## src/rtl/release_sink_queue_pkg.sv

```systemverilog
// Shared types and constants for the release sink queue.
//   release_payload_t : one release beat as carried by the network payload
//   client_id_t       : 2-bit client id, taken from the network header src
//   RTYPE_*           : release r_type encodings
//   has_data()        : true for the three data-carrying release types
package release_sink_queue_pkg;

  localparam int unsigned BEATS_DEFAULT = 8;

  typedef logic [1:0] client_id_t;

  localparam logic [2:0] RTYPE_INVALIDATE_DATA = 3'd0;
  localparam logic [2:0] RTYPE_DOWNGRADE_DATA  = 3'd1;
  localparam logic [2:0] RTYPE_COPY_DATA       = 3'd2;
  localparam logic [2:0] RTYPE_INVALIDATE_ACK  = 3'd3;
  localparam logic [2:0] RTYPE_DOWNGRADE_ACK   = 3'd4;
  localparam logic [2:0] RTYPE_COPY_ACK        = 3'd5;

  typedef struct packed {
    logic [2:0]  addr_beat;
    logic [25:0] addr_block;
    logic        client_xact_id;
    logic        voluntary;
    logic [2:0]  r_type;
    logic [63:0] data;
  } release_payload_t;

  function automatic logic has_data(input logic [2:0] r_type);
    return r_type <= RTYPE_COPY_DATA;
  endfunction

endpackage

```

## src/rtl/release_sink_queue_if.sv

```systemverilog
// Handshake bundle between the release network output port (in side),
// the release consumer (out side) and the queue status outputs.
//   master : producer/consumer side (drives in_*, out_ready)
//   slave  : the queue itself
interface release_sink_queue_if #(
  parameter int unsigned DEPTH = 4
);
  import release_sink_queue_pkg::*;

  logic                     io_in_valid;
  logic                     io_in_ready;
  client_id_t               io_in_bits_header_src;
  client_id_t               io_in_bits_header_dst;
  logic [2:0]               io_in_bits_payload_addr_beat;
  logic [25:0]              io_in_bits_payload_addr_block;
  logic                     io_in_bits_payload_client_xact_id;
  logic                     io_in_bits_payload_voluntary;
  logic [2:0]               io_in_bits_payload_r_type;
  logic [63:0]              io_in_bits_payload_data;

  logic                     io_out_valid;
  logic                     io_out_ready;
  client_id_t               io_out_bits_client_id;
  logic [2:0]               io_out_bits_addr_beat;
  logic [25:0]              io_out_bits_addr_block;
  logic                     io_out_bits_client_xact_id;
  logic                     io_out_bits_voluntary;
  logic [2:0]               io_out_bits_r_type;
  logic [63:0]              io_out_bits_data;
  logic                     io_out_last;

  logic [$clog2(DEPTH):0]   io_count;
  logic                     io_err_beat;

  modport master (
    output io_in_valid, io_in_bits_header_src, io_in_bits_header_dst,
           io_in_bits_payload_addr_beat, io_in_bits_payload_addr_block,
           io_in_bits_payload_client_xact_id, io_in_bits_payload_voluntary,
           io_in_bits_payload_r_type, io_in_bits_payload_data, io_out_ready,
    input  io_in_ready, io_out_valid, io_out_bits_client_id, io_out_bits_addr_beat,
           io_out_bits_addr_block, io_out_bits_client_xact_id, io_out_bits_voluntary,
           io_out_bits_r_type, io_out_bits_data, io_out_last, io_count, io_err_beat
  );

  modport slave (
    input  io_in_valid, io_in_bits_header_src, io_in_bits_header_dst,
           io_in_bits_payload_addr_beat, io_in_bits_payload_addr_block,
           io_in_bits_payload_client_xact_id, io_in_bits_payload_voluntary,
           io_in_bits_payload_r_type, io_in_bits_payload_data, io_out_ready,
    output io_in_ready, io_out_valid, io_out_bits_client_id, io_out_bits_addr_beat,
           io_out_bits_addr_block, io_out_bits_client_xact_id, io_out_bits_voluntary,
           io_out_bits_r_type, io_out_bits_data, io_out_last, io_count, io_err_beat
  );

endinterface

```

## src/rtl/release_sink_queue_tracker.sv

```systemverilog
// release_beat_tracker: follows the expected data beat index of incoming
// release messages and raises a sticky error on an out-of-order data beat.
//   clk, reset : clock, async active-low reset
//   enq        : a beat is being enqueued this cycle
//   r_type     : r_type of that beat (non-data beats are ignored)
//   addr_beat  : beat index of that beat
//   err_beat   : sticky out-of-order flag, cleared only by reset
module release_beat_tracker
  import release_sink_queue_pkg::*;
#(
  parameter int unsigned BEATS = BEATS_DEFAULT
) (
  input  logic       clk,
  input  logic       reset,
  input  logic       enq,
  input  logic [2:0] r_type,
  input  logic [2:0] addr_beat,
  output logic       err_beat
);

  logic [2:0] exp_beat;
  logic [2:0] exp_beat_next;
  logic       data_beat;
  logic       mismatch;

  // On a match addr_beat equals exp_beat, so resyncing from addr_beat covers
  // both the in-order advance and the recovery after a mismatch.
  always_comb begin
    data_beat     = enq & has_data(r_type);
    mismatch      = data_beat & (addr_beat != exp_beat);
    exp_beat_next = exp_beat;
    if (data_beat) begin
      exp_beat_next = (addr_beat == 3'(BEATS - 1)) ? '0 : addr_beat + 3'd1;
    end
  end

  always_ff @(posedge clk or negedge reset) begin
    if (!reset) begin
      exp_beat <= '0;
      err_beat <= 1'b0;
    end else begin
      exp_beat <= exp_beat_next;
      if (mismatch) begin
        err_beat <= 1'b1;
      end
    end
  end

endmodule

```

## src/rtl/release_sink_queue.sv

```systemverilog
// release_sink_queue: buffers release beats from one release network output
// port and presents them, in order, to the release consumer.
//   clk   : rising-edge clock
//   reset : asynchronous active-low reset
//   io    : release_sink_queue_if.slave
//           in_*   beat handshake from the network (header dst is dropped)
//           out_*  head entry handshake, client_id = stored header src
//           io_out_last  head beat ends its message
//           io_count     occupancy, io_err_beat sticky beat-order error
module release_sink_queue
  import release_sink_queue_pkg::*;
#(
  parameter int unsigned DEPTH = 4,
  parameter int unsigned BEATS = BEATS_DEFAULT
) (
  input logic                clk,
  input logic                reset,
  release_sink_queue_if.slave io
);

  localparam int unsigned PTR_W = $clog2(DEPTH);
  localparam int unsigned CNT_W = PTR_W + 1;

  logic [PTR_W-1:0] head;
  logic [PTR_W-1:0] tail;
  logic [CNT_W-1:0] count;
  logic [CNT_W-1:0] count_next;
  logic             in_ready_q;
  logic             out_valid;
  logic             enq;
  logic             deq;

  release_payload_t in_payload;
  release_payload_t head_payload;
  logic             in_last;

  release_payload_t pay_mem  [DEPTH];
  client_id_t       src_mem  [DEPTH];
  logic             last_mem [DEPTH];

  // The header destination only steers the network; nothing here uses it.
  logic [1:0] unused_dst;
  assign unused_dst = io.io_in_bits_header_dst;

  assign in_payload = '{
    addr_beat:      io.io_in_bits_payload_addr_beat,
    addr_block:     io.io_in_bits_payload_addr_block,
    client_xact_id: io.io_in_bits_payload_client_xact_id,
    voluntary:      io.io_in_bits_payload_voluntary,
    r_type:         io.io_in_bits_payload_r_type,
    data:           io.io_in_bits_payload_data
  };

  assign in_last   = !has_data(io.io_in_bits_payload_r_type)
                   | (io.io_in_bits_payload_addr_beat == 3'(BEATS - 1));
  assign out_valid = (count != '0);
  assign enq       = io.io_in_valid & in_ready_q;
  assign deq       = out_valid & io.io_out_ready;

  always_comb begin
    count_next = count;
    case ({enq, deq})
      2'b10:   count_next = count + CNT_W'(1);
      2'b01:   count_next = count - CNT_W'(1);
      default: count_next = count;
    endcase
  end

  // Ready is held in a flop tracking (count < DEPTH) one cycle ahead: it stays
  // low through reset, rises on the first edge after release, and a dequeue
  // from full only reopens the input on the following cycle.
  always_ff @(posedge clk or negedge reset) begin
    if (!reset) begin
      head       <= '0;
      tail       <= '0;
      count      <= '0;
      in_ready_q <= 1'b0;
    end else begin
      if (enq) begin
        tail <= tail + PTR_W'(1);
      end
      if (deq) begin
        head <= head + PTR_W'(1);
      end
      count      <= count_next;
      in_ready_q <= (count_next < CNT_W'(DEPTH));
    end
  end

  always_ff @(posedge clk) begin
    if (enq) begin
      pay_mem[tail]  <= in_payload;
      src_mem[tail]  <= io.io_in_bits_header_src;
      last_mem[tail] <= in_last;
    end
  end

  assign head_payload = pay_mem[head];

  assign io.io_in_ready                = in_ready_q;
  assign io.io_out_valid               = out_valid;
  assign io.io_out_bits_client_id      = src_mem[head];
  assign io.io_out_bits_addr_beat      = head_payload.addr_beat;
  assign io.io_out_bits_addr_block     = head_payload.addr_block;
  assign io.io_out_bits_client_xact_id = head_payload.client_xact_id;
  assign io.io_out_bits_voluntary      = head_payload.voluntary;
  assign io.io_out_bits_r_type         = head_payload.r_type;
  assign io.io_out_bits_data           = head_payload.data;
  assign io.io_out_last                = out_valid & last_mem[head];
  assign io.io_count                   = count;

  release_beat_tracker #(
    .BEATS (BEATS)
  ) u_tracker (
    .clk       (clk),
    .reset     (reset),
    .enq       (enq),
    .r_type    (io.io_in_bits_payload_r_type),
    .addr_beat (io.io_in_bits_payload_addr_beat),
    .err_beat  (io.io_err_beat)
  );

endmodule

```

## src/flat_wrapper.sv

```systemverilog
// flat-port wrapper written by rule: the top's interface ports become plain ports
module release_sink_queue_flat import release_sink_queue_pkg::*;
#(
  parameter int unsigned DEPTH = 4,
  parameter int unsigned BEATS = BEATS_DEFAULT
)
  (clk, reset, io_io_in_valid, io_io_in_bits_header_src, io_io_in_bits_header_dst, io_io_in_bits_payload_addr_beat, io_io_in_bits_payload_addr_block, io_io_in_bits_payload_client_xact_id, io_io_in_bits_payload_voluntary, io_io_in_bits_payload_r_type, io_io_in_bits_payload_data, io_io_out_ready, io_io_in_ready, io_io_out_valid, io_io_out_bits_client_id, io_io_out_bits_addr_beat, io_io_out_bits_addr_block, io_io_out_bits_client_xact_id, io_io_out_bits_voluntary, io_io_out_bits_r_type, io_io_out_bits_data, io_io_out_last, io_io_count, io_io_err_beat);
  release_sink_queue_if #(.DEPTH(DEPTH)) io_i ();
  input logic clk;
  input logic reset;
  input wire logic [$bits(io_i.io_in_valid)-1:0] io_io_in_valid;
  input wire logic [$bits(io_i.io_in_bits_header_src)-1:0] io_io_in_bits_header_src;
  input wire logic [$bits(io_i.io_in_bits_header_dst)-1:0] io_io_in_bits_header_dst;
  input wire logic [$bits(io_i.io_in_bits_payload_addr_beat)-1:0] io_io_in_bits_payload_addr_beat;
  input wire logic [$bits(io_i.io_in_bits_payload_addr_block)-1:0] io_io_in_bits_payload_addr_block;
  input wire logic [$bits(io_i.io_in_bits_payload_client_xact_id)-1:0] io_io_in_bits_payload_client_xact_id;
  input wire logic [$bits(io_i.io_in_bits_payload_voluntary)-1:0] io_io_in_bits_payload_voluntary;
  input wire logic [$bits(io_i.io_in_bits_payload_r_type)-1:0] io_io_in_bits_payload_r_type;
  input wire logic [$bits(io_i.io_in_bits_payload_data)-1:0] io_io_in_bits_payload_data;
  input wire logic [$bits(io_i.io_out_ready)-1:0] io_io_out_ready;
  output wire logic [$bits(io_i.io_in_ready)-1:0] io_io_in_ready;
  output wire logic [$bits(io_i.io_out_valid)-1:0] io_io_out_valid;
  output wire logic [$bits(io_i.io_out_bits_client_id)-1:0] io_io_out_bits_client_id;
  output wire logic [$bits(io_i.io_out_bits_addr_beat)-1:0] io_io_out_bits_addr_beat;
  output wire logic [$bits(io_i.io_out_bits_addr_block)-1:0] io_io_out_bits_addr_block;
  output wire logic [$bits(io_i.io_out_bits_client_xact_id)-1:0] io_io_out_bits_client_xact_id;
  output wire logic [$bits(io_i.io_out_bits_voluntary)-1:0] io_io_out_bits_voluntary;
  output wire logic [$bits(io_i.io_out_bits_r_type)-1:0] io_io_out_bits_r_type;
  output wire logic [$bits(io_i.io_out_bits_data)-1:0] io_io_out_bits_data;
  output wire logic [$bits(io_i.io_out_last)-1:0] io_io_out_last;
  output wire logic [$bits(io_i.io_count)-1:0] io_io_count;
  output wire logic [$bits(io_i.io_err_beat)-1:0] io_io_err_beat;
  assign io_i.io_in_valid = io_io_in_valid;
  assign io_i.io_in_bits_header_src = io_io_in_bits_header_src;
  assign io_i.io_in_bits_header_dst = io_io_in_bits_header_dst;
  assign io_i.io_in_bits_payload_addr_beat = io_io_in_bits_payload_addr_beat;
  assign io_i.io_in_bits_payload_addr_block = io_io_in_bits_payload_addr_block;
  assign io_i.io_in_bits_payload_client_xact_id = io_io_in_bits_payload_client_xact_id;
  assign io_i.io_in_bits_payload_voluntary = io_io_in_bits_payload_voluntary;
  assign io_i.io_in_bits_payload_r_type = io_io_in_bits_payload_r_type;
  assign io_i.io_in_bits_payload_data = io_io_in_bits_payload_data;
  assign io_i.io_out_ready = io_io_out_ready;
  assign io_io_in_ready = io_i.io_in_ready;
  assign io_io_out_valid = io_i.io_out_valid;
  assign io_io_out_bits_client_id = io_i.io_out_bits_client_id;
  assign io_io_out_bits_addr_beat = io_i.io_out_bits_addr_beat;
  assign io_io_out_bits_addr_block = io_i.io_out_bits_addr_block;
  assign io_io_out_bits_client_xact_id = io_i.io_out_bits_client_xact_id;
  assign io_io_out_bits_voluntary = io_i.io_out_bits_voluntary;
  assign io_io_out_bits_r_type = io_i.io_out_bits_r_type;
  assign io_io_out_bits_data = io_i.io_out_bits_data;
  assign io_io_out_last = io_i.io_out_last;
  assign io_io_count = io_i.io_count;
  assign io_io_err_beat = io_i.io_err_beat;
  release_sink_queue #(.DEPTH(DEPTH), .BEATS(BEATS)) u_core (.clk(clk), .reset(reset), .io(io_i));
endmodule
```

## config.mk

```make
export PLATFORM = sky130hd
export DESIGN_NAME = release_sink_queue_flat
export DESIGN_NICKNAME = d
export VERILOG_FILES = /design/src/rtl/release_sink_queue_pkg.sv /design/src/rtl/release_sink_queue_if.sv /design/src/rtl/release_sink_queue_tracker.sv /design/src/rtl/release_sink_queue.sv /design/src/flat_wrapper.sv
export SDC_FILE = /design/constraint.sdc
export NUM_CORES = 1
export LEC_CHECK = 0
export CAP_MARGIN = 0
export CORE_ASPECT_RATIO = 0.8
export CORE_MARGIN = 3
export CORE_UTILIZATION = 40
export CTS_CLUSTER_SIZE = 24
export DETAILED_ROUTE_END_ITERATION = 6
export GPL_TIMING_DRIVEN = 0
export PLACE_DENSITY = 0.59
export SLEW_MARGIN = 40
export SYNTH_ARGS = -nofsm -noshare
export SYNTH_HDL_FRONTEND = slang
export SYNTH_SLANG_ARGS = --single-unit
```

## constraint.sdc

```tcl
create_clock -name clk -period 3.7 [get_ports clk]
set_input_delay 0.555 -clock clk [delete_from_list [all_inputs] [get_ports clk]]
set_output_delay 0.555 -clock clk [all_outputs]
set_load 0.1 [all_outputs]
```

# Word level (Yosys, flattened, before mapping)
# Memory sizes are Yosys's and may differ from the RTL's.
# Index checks and enable logic that the tools add are counted.
# W data, S select, Z words.
dict set report word_totals {
  word_cells 32
  mem_count 3
  regBits 12
  mem_bits_ro 0
  ram_bits 404
  latchBits 0
}
dict set report classes {
  order_cmp 2
  eq_ne 4
  shifts 0
  mul 0
  div_mod_pow 0
  reduce_logical 2
  n_bitwise 6
  add_sub_neg 5
  n_mux 4
}
# memory words word_bits read_ports rd_clocked_by_memory_dff wr line_no
set memory_table {}
lappend memory_table {u_core.pay_mem 4 98 1 0 1 release_sink_queue.sv:37} ;# release_payload_t pay_mem [DEPTH];
lappend memory_table {u_core.src_mem 4 2 1 0 1 release_sink_queue.sv:38} ;# client_id_t src_mem [DEPTH];
lappend memory_table {u_core.last_mem 4 1 1 0 1 release_sink_queue.sv:39} ;# logic last_mem [DEPTH];
# op count
set op_table {}
lappend op_table {{$add A3 B1 Y3 const B} 2}
lappend op_table {{$pmux W3 S2} 1}
lappend op_table {{$and A1 B1 Y1} 5}
lappend op_table {{$add A2 B1 Y2 const B} 2}
lappend op_table {{$eq A3 B3 Y1 const B} 1}
lappend op_table {{$le A3 B2 Y1 const B} 1}
lappend op_table {{$lt A3 B3 Y1 const B} 1}
lappend op_table {{$mux W3} 1}
lappend op_table {{$ne A3 B3 Y1} 1}
lappend op_table {{$reduce_bool A3 Y1} 1}
lappend op_table {{$sub A3 B1 Y3 const B} 1}
lappend op_table {{$eq A2 B1 Y1 const B} 1}
lappend op_table {{$eq A2 B2 Y1 const B} 1}
lappend op_table {{$mux W1} 2}
lappend op_table {{$logic_not A1 Y1} 1}
lappend op_table {{$or A1 B1 Y1} 1}

# Longest topological paths before layout
dict set report depth {
  word_depth 5
  depth_mapped 6
  mapped_depth_nobuf 6
}

# By module
# Synthesis repeated with hierarchy kept, for this count alone.
dict set report unflattened {
  hier_cells 586
  hier_area_um2 15257.1
}
# module n_inst seq_area_each_um2 cells_each area_each_um2
set modules_own_cells {}
lappend modules_own_cells {release_sink_queue 1 12331.8 568 15024.4}
lappend modules_own_cells {release_beat_tracker 1 100.1 18 232.7}

# Least setup slack after synthesis
# OpenSTA, ideal clock, no wires.
dict set report synth_timing {
  kind {register to register}
  start {register u_core.in_ready_q (netlist: u_core.io.io_in_ready)}
  end {memory u_core.last_mem[0] (enable)}
  setup_time_ns 0.472
  t_required_ns 3.228
  path_buffers 0
  period_less_slack_ns 3.958
  arrival_time_ns 3.486
  path_stages_with_launch 2
  slack_ns -0.258
  path_cell_list {dfrtp_1 > and3_1}
}
dict set report synth_via {
  elab_chain_len 3
}
# item line_no
set synth_lines {}
lappend synth_lines {{from (decl)} release_sink_queue.sv:28} ;# logic in_ready_q;
lappend synth_lines {{from (signal assigned)} release_sink_queue.sv:86} ;# in_ready_q <= (count_next < CNT_W'(DEPTH));
lappend synth_lines {{$and A1 B1 Y1} release_sink_queue.sv:57} ;# assign enq = io.io_in_valid & in_ready_q;
lappend synth_lines {{$mux W1} release_sink_queue.sv:91} ;# if (enq) begin
lappend synth_lines {{$mux W1 (not written as such)} release_sink_queue.sv:94} ;# last_mem[tail] <= in_last;
lappend synth_lines {{to (decl)} release_sink_queue.sv:39}
# Every way passes these cells.

# Worst setup path in the final report
dict set report layout_timing {
  start {register u_core.head[1]}
  end {output port io_io_out_bits_data[61]}
}
dict set report layout_via {
  elab_chain_len 1
}
# item line_no
set layout_lines {}
lappend layout_lines {{from (decl)} release_sink_queue.sv:24} ;# logic [PTR_W-1:0] head;
lappend layout_lines {{from (signal assigned)} release_sink_queue.sv:83} ;# head <= head + PTR_W'(1);
lappend layout_lines {{$mem_v2 Z4 W98} --}
lappend layout_lines {{to (decl)} flat_wrapper.sv:29} ;# output wire logic [$bits(io_i.io_out_bits_data)-1:0] io_io_out_bits_data;
# Every way passes these cells.

==> out/metrics.csv <==
stage,metric,value,unit
status,status,"complete, no violations",
logic_synthesis,synthDistinctLibCells,26,
global_route,grt_max_degree,32,
worst_setup_path,cp_common_cell,buf_2,
floorplanning,row_count,63,
logic_synthesis,ys_ff_latch,416,
clocking,cts_buffer_depth,3,
worst_setup_path,crit_type,flop to output port,
final_layout,drive_gt1_share,34.89,%
timing,period_minus_slack,2.910,ns
final_layout,finalNetCount,961,
placement,gp_congestion,0.7031,
final_layout,area_growth,24.69,%
worst_setup_path,worstSetupStartpointType,flop,
timing,hold_viol_final,0,
timing,fin_skew,0.01759,ns
global_route,antenna_found_initial,0,
logic_synthesis,synthTopCellsByCount,"edfxtp_1 (404), mux4_2 (101), dfrtp_1 (12)",
logic_synthesis,synthFlopType,edfxtp_1,
worst_setup_path,arrival,2.36,ns
global_route,grt_util_all_layers,14.91,%
logic_synthesis,synthTopCellsByArea,"edfxtp_1 (80%), mux4_2 (15%), dfrtp_1 (2.0%), buf_6 (0.59%), ha_1 (0.57%)",
worst_setup_path,critical_path.top_delay_family,buffers and inverters,
clocking,clk-insertion-delay-late,0.54,ns
floorplanning,dieArea,40470,um^2
run,cap_viol_max_count,0,
floorplanning,coreArea,37280,um^2
floorplanning,die_h,180.5,um
logic_synthesis,synth_top_area_share,79.65,%
detailed_routing,viasPerCell,5.058,
floorplanning,start_util,40.85,%
clocking,cts_sinks,416,
worst_setup_path,path_buf_inv,3,
clocking,ctsResizeCount,0,
placement,port_buffers,210,
timing,holdWs,0.3779,ns
detailed_routing,drt_wl_total,30010,um
logic_synthesis,yosysWarnings,0,
worst_setup_path,cpPeakStageDelay,0.44,ns
worst_hold_path,hp-class,input pin to asynchronous set/reset pin,
clocking,cts_hold_buffers,0,
worst_setup_path,crit_chain,buf_2 -> buf_2 -> mux4_2 -> buf_2,
timing,relSlewSlack,56.88,%
detailed_routing,via_count,6914,
logic_synthesis,synth_edf_count,404,
detailed_routing,avgRoutedWirePerCell,21.96,um
placement,dp_hpwl,19470,um
timing,worst_slew_pin_slew,0.6468,ns
worst_setup_path,critPathRequiredTime,3.14,ns
timing,rsz0062_at_grt,false,
detailed_routing,dr.first_iter.drc_count,543,
detailed_routing,drc,0,
timing,slew_viol_final,0,
floorplanning,fp.dieW,224.2,um
final_layout,diodes,0,
global_route,grt_pass1_vias,7621,
clocking,cts_buffers,41,
worst_setup_path,end_kind,output port,
global_route,grt_pass1_wl,46120,um
logic_synthesis,synth_top_area_cell,edfxtp_1,
logic_synthesis,yosysMostFrequentCell,edfxtp_1,
worst_setup_path,r2r_cells,6,
clocking,cts_root_buf,clkbuf_16,
final_layout,fill_cells,2931,
logic_synthesis,mappedNetlistNets,696,
logic_synthesis,syn_area_per_cell,26.17,um^2
timing,min_period_over_period,78.65,%
detailed_routing,drtAntennaViolNets,0,
clocking,cts_tree,yes,
timing,fmax,343.6,MHz
clocking,clkTransAtPathRegs,0.06,ns
worst_setup_path,path_max_fanout,10,
detailed_routing,firstDrtPassIters,4,
global_route,grt_overflow,0,
logic_synthesis,syn_inst,582,
worst_setup_path,rrSetupSlack,1.57,ns
floorplanning,ios,213,
timing,setup_viol,0,
worst_setup_path,crit_slowest_cell,buf_2,
logic_synthesis,ys_async_sr_fraction,2.885,%
logic_synthesis,synth-seq-area-share,81.62,%
logic_synthesis,synth.cell_area,15230,um^2
clocking,post_cts_buffers,0,
clocking,cts_max_level,2,
logic make-up (layout without fill, tap and decap cells):
logic type / count (synthesis) / in the layout / synth area share [%]
xor gates and xnor gates: 10 / 10 / 0.5750
adders and majority gates: 8 / 8 / 0.7064
AOI/OAI and AO/OA: 3 / 3 / 0.1396
and+or+nand+nor: 14 / 14 / 0.4929
muxes: 106 / 106 / 15.30
DFF: 416 / 416 / 81.62
buffers and inverters: 25 / 323 / 1.166
sequential cells by signal (all words and copies together), names as in the netlist, named ones only:
register and count:
u_core.src_mem 8, u_core.io.io_in_ready 1, u_core.u_tracker.exp_beat 3, u_core.head 2, u_core.io.io_count 2, u_core.u_tracker.err_beat 1
u_core.pay_mem 392, u_core.last_mem 4, u_core.tail 2
worst max path at each step:
| stage | from | end | slack, ns | cells after the start |
|---|---|---|---|---|
| floorplan | flop | io_io_out_last | 0.47 | 2 |
| global placement | io_io_in_valid | u_core.pay_mem[1][32]$_DFFE_PP_ | -0.07 | 2 |
| detailed placement | io_io_in_valid | flop | 1.11 | 7 |
| CTS | u_core.head[1]$_DFFE_PN0P_ | io_io_out_bits_data[61] | 0.65 | 4 |
| global route | u_core.head[1]$_DFFE_PN0P_ | io_io_out_bits_data[57] | 0.62 | 4 |
| finish | u_core.head[1]$_DFFE_PN0P_ | io_io_out_bits_data[61] | 0.79 | 4 |
through the flow:
stage / cells / TNS [ns] / util, % / cell area [um^2] / worst slack, ns
after global routing: 1367 / 0 / 50.94 / 18990 / 0.6158
after CTS: 1367 / 0 / 50.94 / 18990 / 0.6528
after global placement: 1279 / -22.96 / 48.14 / 17950 / -0.07052
final: 1367 / 0 / 50.94 / 18990 / 0.7900
after floorplan: 582 / 0 / - / 15240 / 0.4674
after detailed placement: 1291 / 0 / 47.39 / 17670 / 1.113
placed cells by master (no fill, tap or decap), drive strengths merged, types with 2 or more instances in the layout:
master,Yosys,layout
xnor2,5,5
dfrtp,12,12
clkbuf,3,58
mux2,5,5
nand2,2,2
clkdlybuf4s50,0,103
xor2,5,5
mux4,101,101
buf,20,139
nor2,2,2
inv,2,3
clkinv,0,16
and3,4,4
edfxtp,404,404
ha,7,7
bufinv,0,3
worst reg2reg max path, stage by stage, from the launching register on:
cell and delay [ns]:
dfrtp_1 0.44, o31a_1 0.38, ha_1 0.27, fa_1 0.41, xnor2_1 0.14, nor2_1 0.20, xor2_1 0.22
routing by layer:
metal	vias up	share of wire (%)	GRT usage (%)
met5	-	0	0
met4	0	1.5	3.837
met3	35	6.5	4.121
met2	191	49	24.02
met1	3653	43	20.31
li1	3035	-	-
layout make-up:
class	instances	area [um^2]	share of cell area, %
clock inverter	21	173.9	0.9157
tap	487	609.3	3.208
multi-input combinational	141	2643	13.91
sequential	416	12430	65.45
timing repair buffer	222	1807	9.513
buffer	23	170.2	0.8959
clock buffer	55	1151	6.061
inverter	2	7.507	0.03953
Power is left out: the tool's default activity adds up to more than one toggle a clock period on the data nets, which glitch-free logic cannot reach.
==> RTL change: new RTL, same settings <==
`DEPTH` is set to 4 in 3 places; all go to 8.
--- a/src/rtl/release_sink_queue_if.sv
+++ b/src/rtl/release_sink_queue_if.sv
@@ -5,3 +5,3 @@
 interface release_sink_queue_if #(
-  parameter int unsigned DEPTH = 4
+  parameter int unsigned DEPTH = 8
 );
--- a/src/rtl/release_sink_queue.sv
+++ b/src/rtl/release_sink_queue.sv
@@ -12,3 +12,3 @@
 #(
-  parameter int unsigned DEPTH = 4,
+  parameter int unsigned DEPTH = 8,
   parameter int unsigned BEATS = BEATS_DEFAULT
--- a/src/flat_wrapper.sv
+++ b/src/flat_wrapper.sv
@@ -3,3 +3,3 @@
 #(
-  parameter int unsigned DEPTH = 4,
+  parameter int unsigned DEPTH = 8,
   parameter int unsigned BEATS = BEATS_DEFAULT
Interface: changed (resized io_io_count); port bits go from 213 to 214. No check against the original RTL was run, so the function may have changed too.
==> RTL change against the unedited design <==
  * Area after synthesis up 100%
  * Non-clock buffer count grew 100
  * Wire length rose by 130%
  * Sequential cell count up 407
  * Worst setup slack worse by 590 ps
  * Utilization decreased by 0.98 points
  * Sequential share of layout area fell by 0.86 points
  * Clock skew up 1.2 ps
  * Final area increased by 100%
  * Via count rose by 110%
  * First-iteration DRC count rose by 130%
  * Critical path type unchanged
Power is left out: the tool's default activity adds up to more than one toggle a clock period on the data nets, which glitch-free logic cannot reach.
==> RTL change: results <==
status:
  status: "finished clean"
synthesis:
  ys_types: 33
  synthMuxAreaShare_pct: 18.44
  ys_seq_area_share_pct: 78.94
  synth_compound_area_share_pct: 0.2085
  netlist_top_cells_area: "edfxtp_1 (78%), mux4_2 (15%), mux2_2 (3.8%)"
  synthXorXnorAreaFrac_pct: 0.2245
  yosys-top-cells-count: "edfxtp_1 (808), mux4_2 (202), mux2_2 (106)"
  synth_edf_count: 808
  async_flop_share_pct: 1.823
  syn_nets: 1366
  synthAdderAreaFrac_pct: 0.3448
placed_design:
  place_ws_ps: 374.5
  port_buffers: 211
  dp.cells: 2549
  dpl-instance-area_um2: 35410
  post-dp-hpwl_mm: 44.14
grt:
  grtUsageMet3_pct: 3.929
  antenna_found_initial: 10
  grt_max_degree: 16
  gr-usage-met2_pct: 26.62
  grt_pass1_vias: 15190
  grtUsageMet1_pct: 23.47
routing:
  drt_pass1_iterations: 5
  dr_wl_met3_mm: 4.023
  top_layer: "met5"
  wl_met1_mm: 29.59
  wl_met2_mm: 32.68
  vias: 14200
  drt_iter0_markers: 1229
clock_tree:
  post_cts_resized: 15
  cts.htree.levels: 3
  cts_made_buffers: 82
  clk_latency_ps: 630
layout:
  fillers: 6065
  reg.largest.list: "u_core.pay_mem: 784 flops, u_core.src_mem: 16 flops, u_core.last_mem: 8 flops"
  layout.nets: 1736
sta:
  finClkSkew_ps: 18.80
worst_setup_path:
  critPathMaxStageDelay_ps: 400
==> RTL change: changes by cell type after synthesis, moves of 3 or more <==
| cell | delta |
|---|---|
| and3_1 | -4 |
| buf_1 | +11 |
| buf_2 | +7 |
| buf_4 | -3 |
| buf_6 | +11 |
| clkbuf_1 | +10 |
| dfrtp_1 | +3 |
| edfxtp_1 | +404 |
| mux2_2 | +101 |
| mux4_2 | +101 |
| nand2_1 | +5 |
| nand3_1 | +5 |
| nor2_1 | +6 |
==> RTL change: path summary, 6_finish.rpt <==
kind / start / endpoint / slack (ps) / cells past startpoint
worst max-delay path: u_core.head[1]$_DFFE_PN0P_ / io_io_out_bits_client_id[0] / 200 / 6
max in group asynchronous: reset / u_core.io.io_in_ready$_DFF_PN0_ / 2990 / 2
worst min-delay path: reset / u_core.io.io_count[2]$_DFFE_PN0N_ / 390 / 2
worst max register to register: u_core.io.io_count[0]$_DFFE_PN0N_ / flop / 530 / 9
worst min register to register: u_core.u_tracker.err_beat$_DFFE_PN0P_ / u_core.u_tracker.err_beat$_DFFE_PN0P_ / 480 / 1
min in group clk: u_core.u_tracker.err_beat$_DFFE_PN0P_ / u_core.u_tracker.err_beat$_DFFE_PN0P_ / 480 / 1
==> RTL change: final cells by class <==
| class | count | area, µm² | share of cell area, % |
|---|---|---|---|
| sequential | 823 | 24640 | 64.60 |
| multi-input combinational | 368 | 6247 | 16.38 |
| timing repair buffer | 286 | 2853 | 7.478 |
| clock buffer | 99 | 2158 | 5.658 |
| tap | 1012 | 1266 | 3.319 |
| clock inverter | 52 | 548.0 | 1.437 |
| buffer | 59 | 419.2 | 1.099 |
| inverter | 2 | 7.507 | 0.01968 |
| antenna | 2 | 5.005 | 0.01312 |
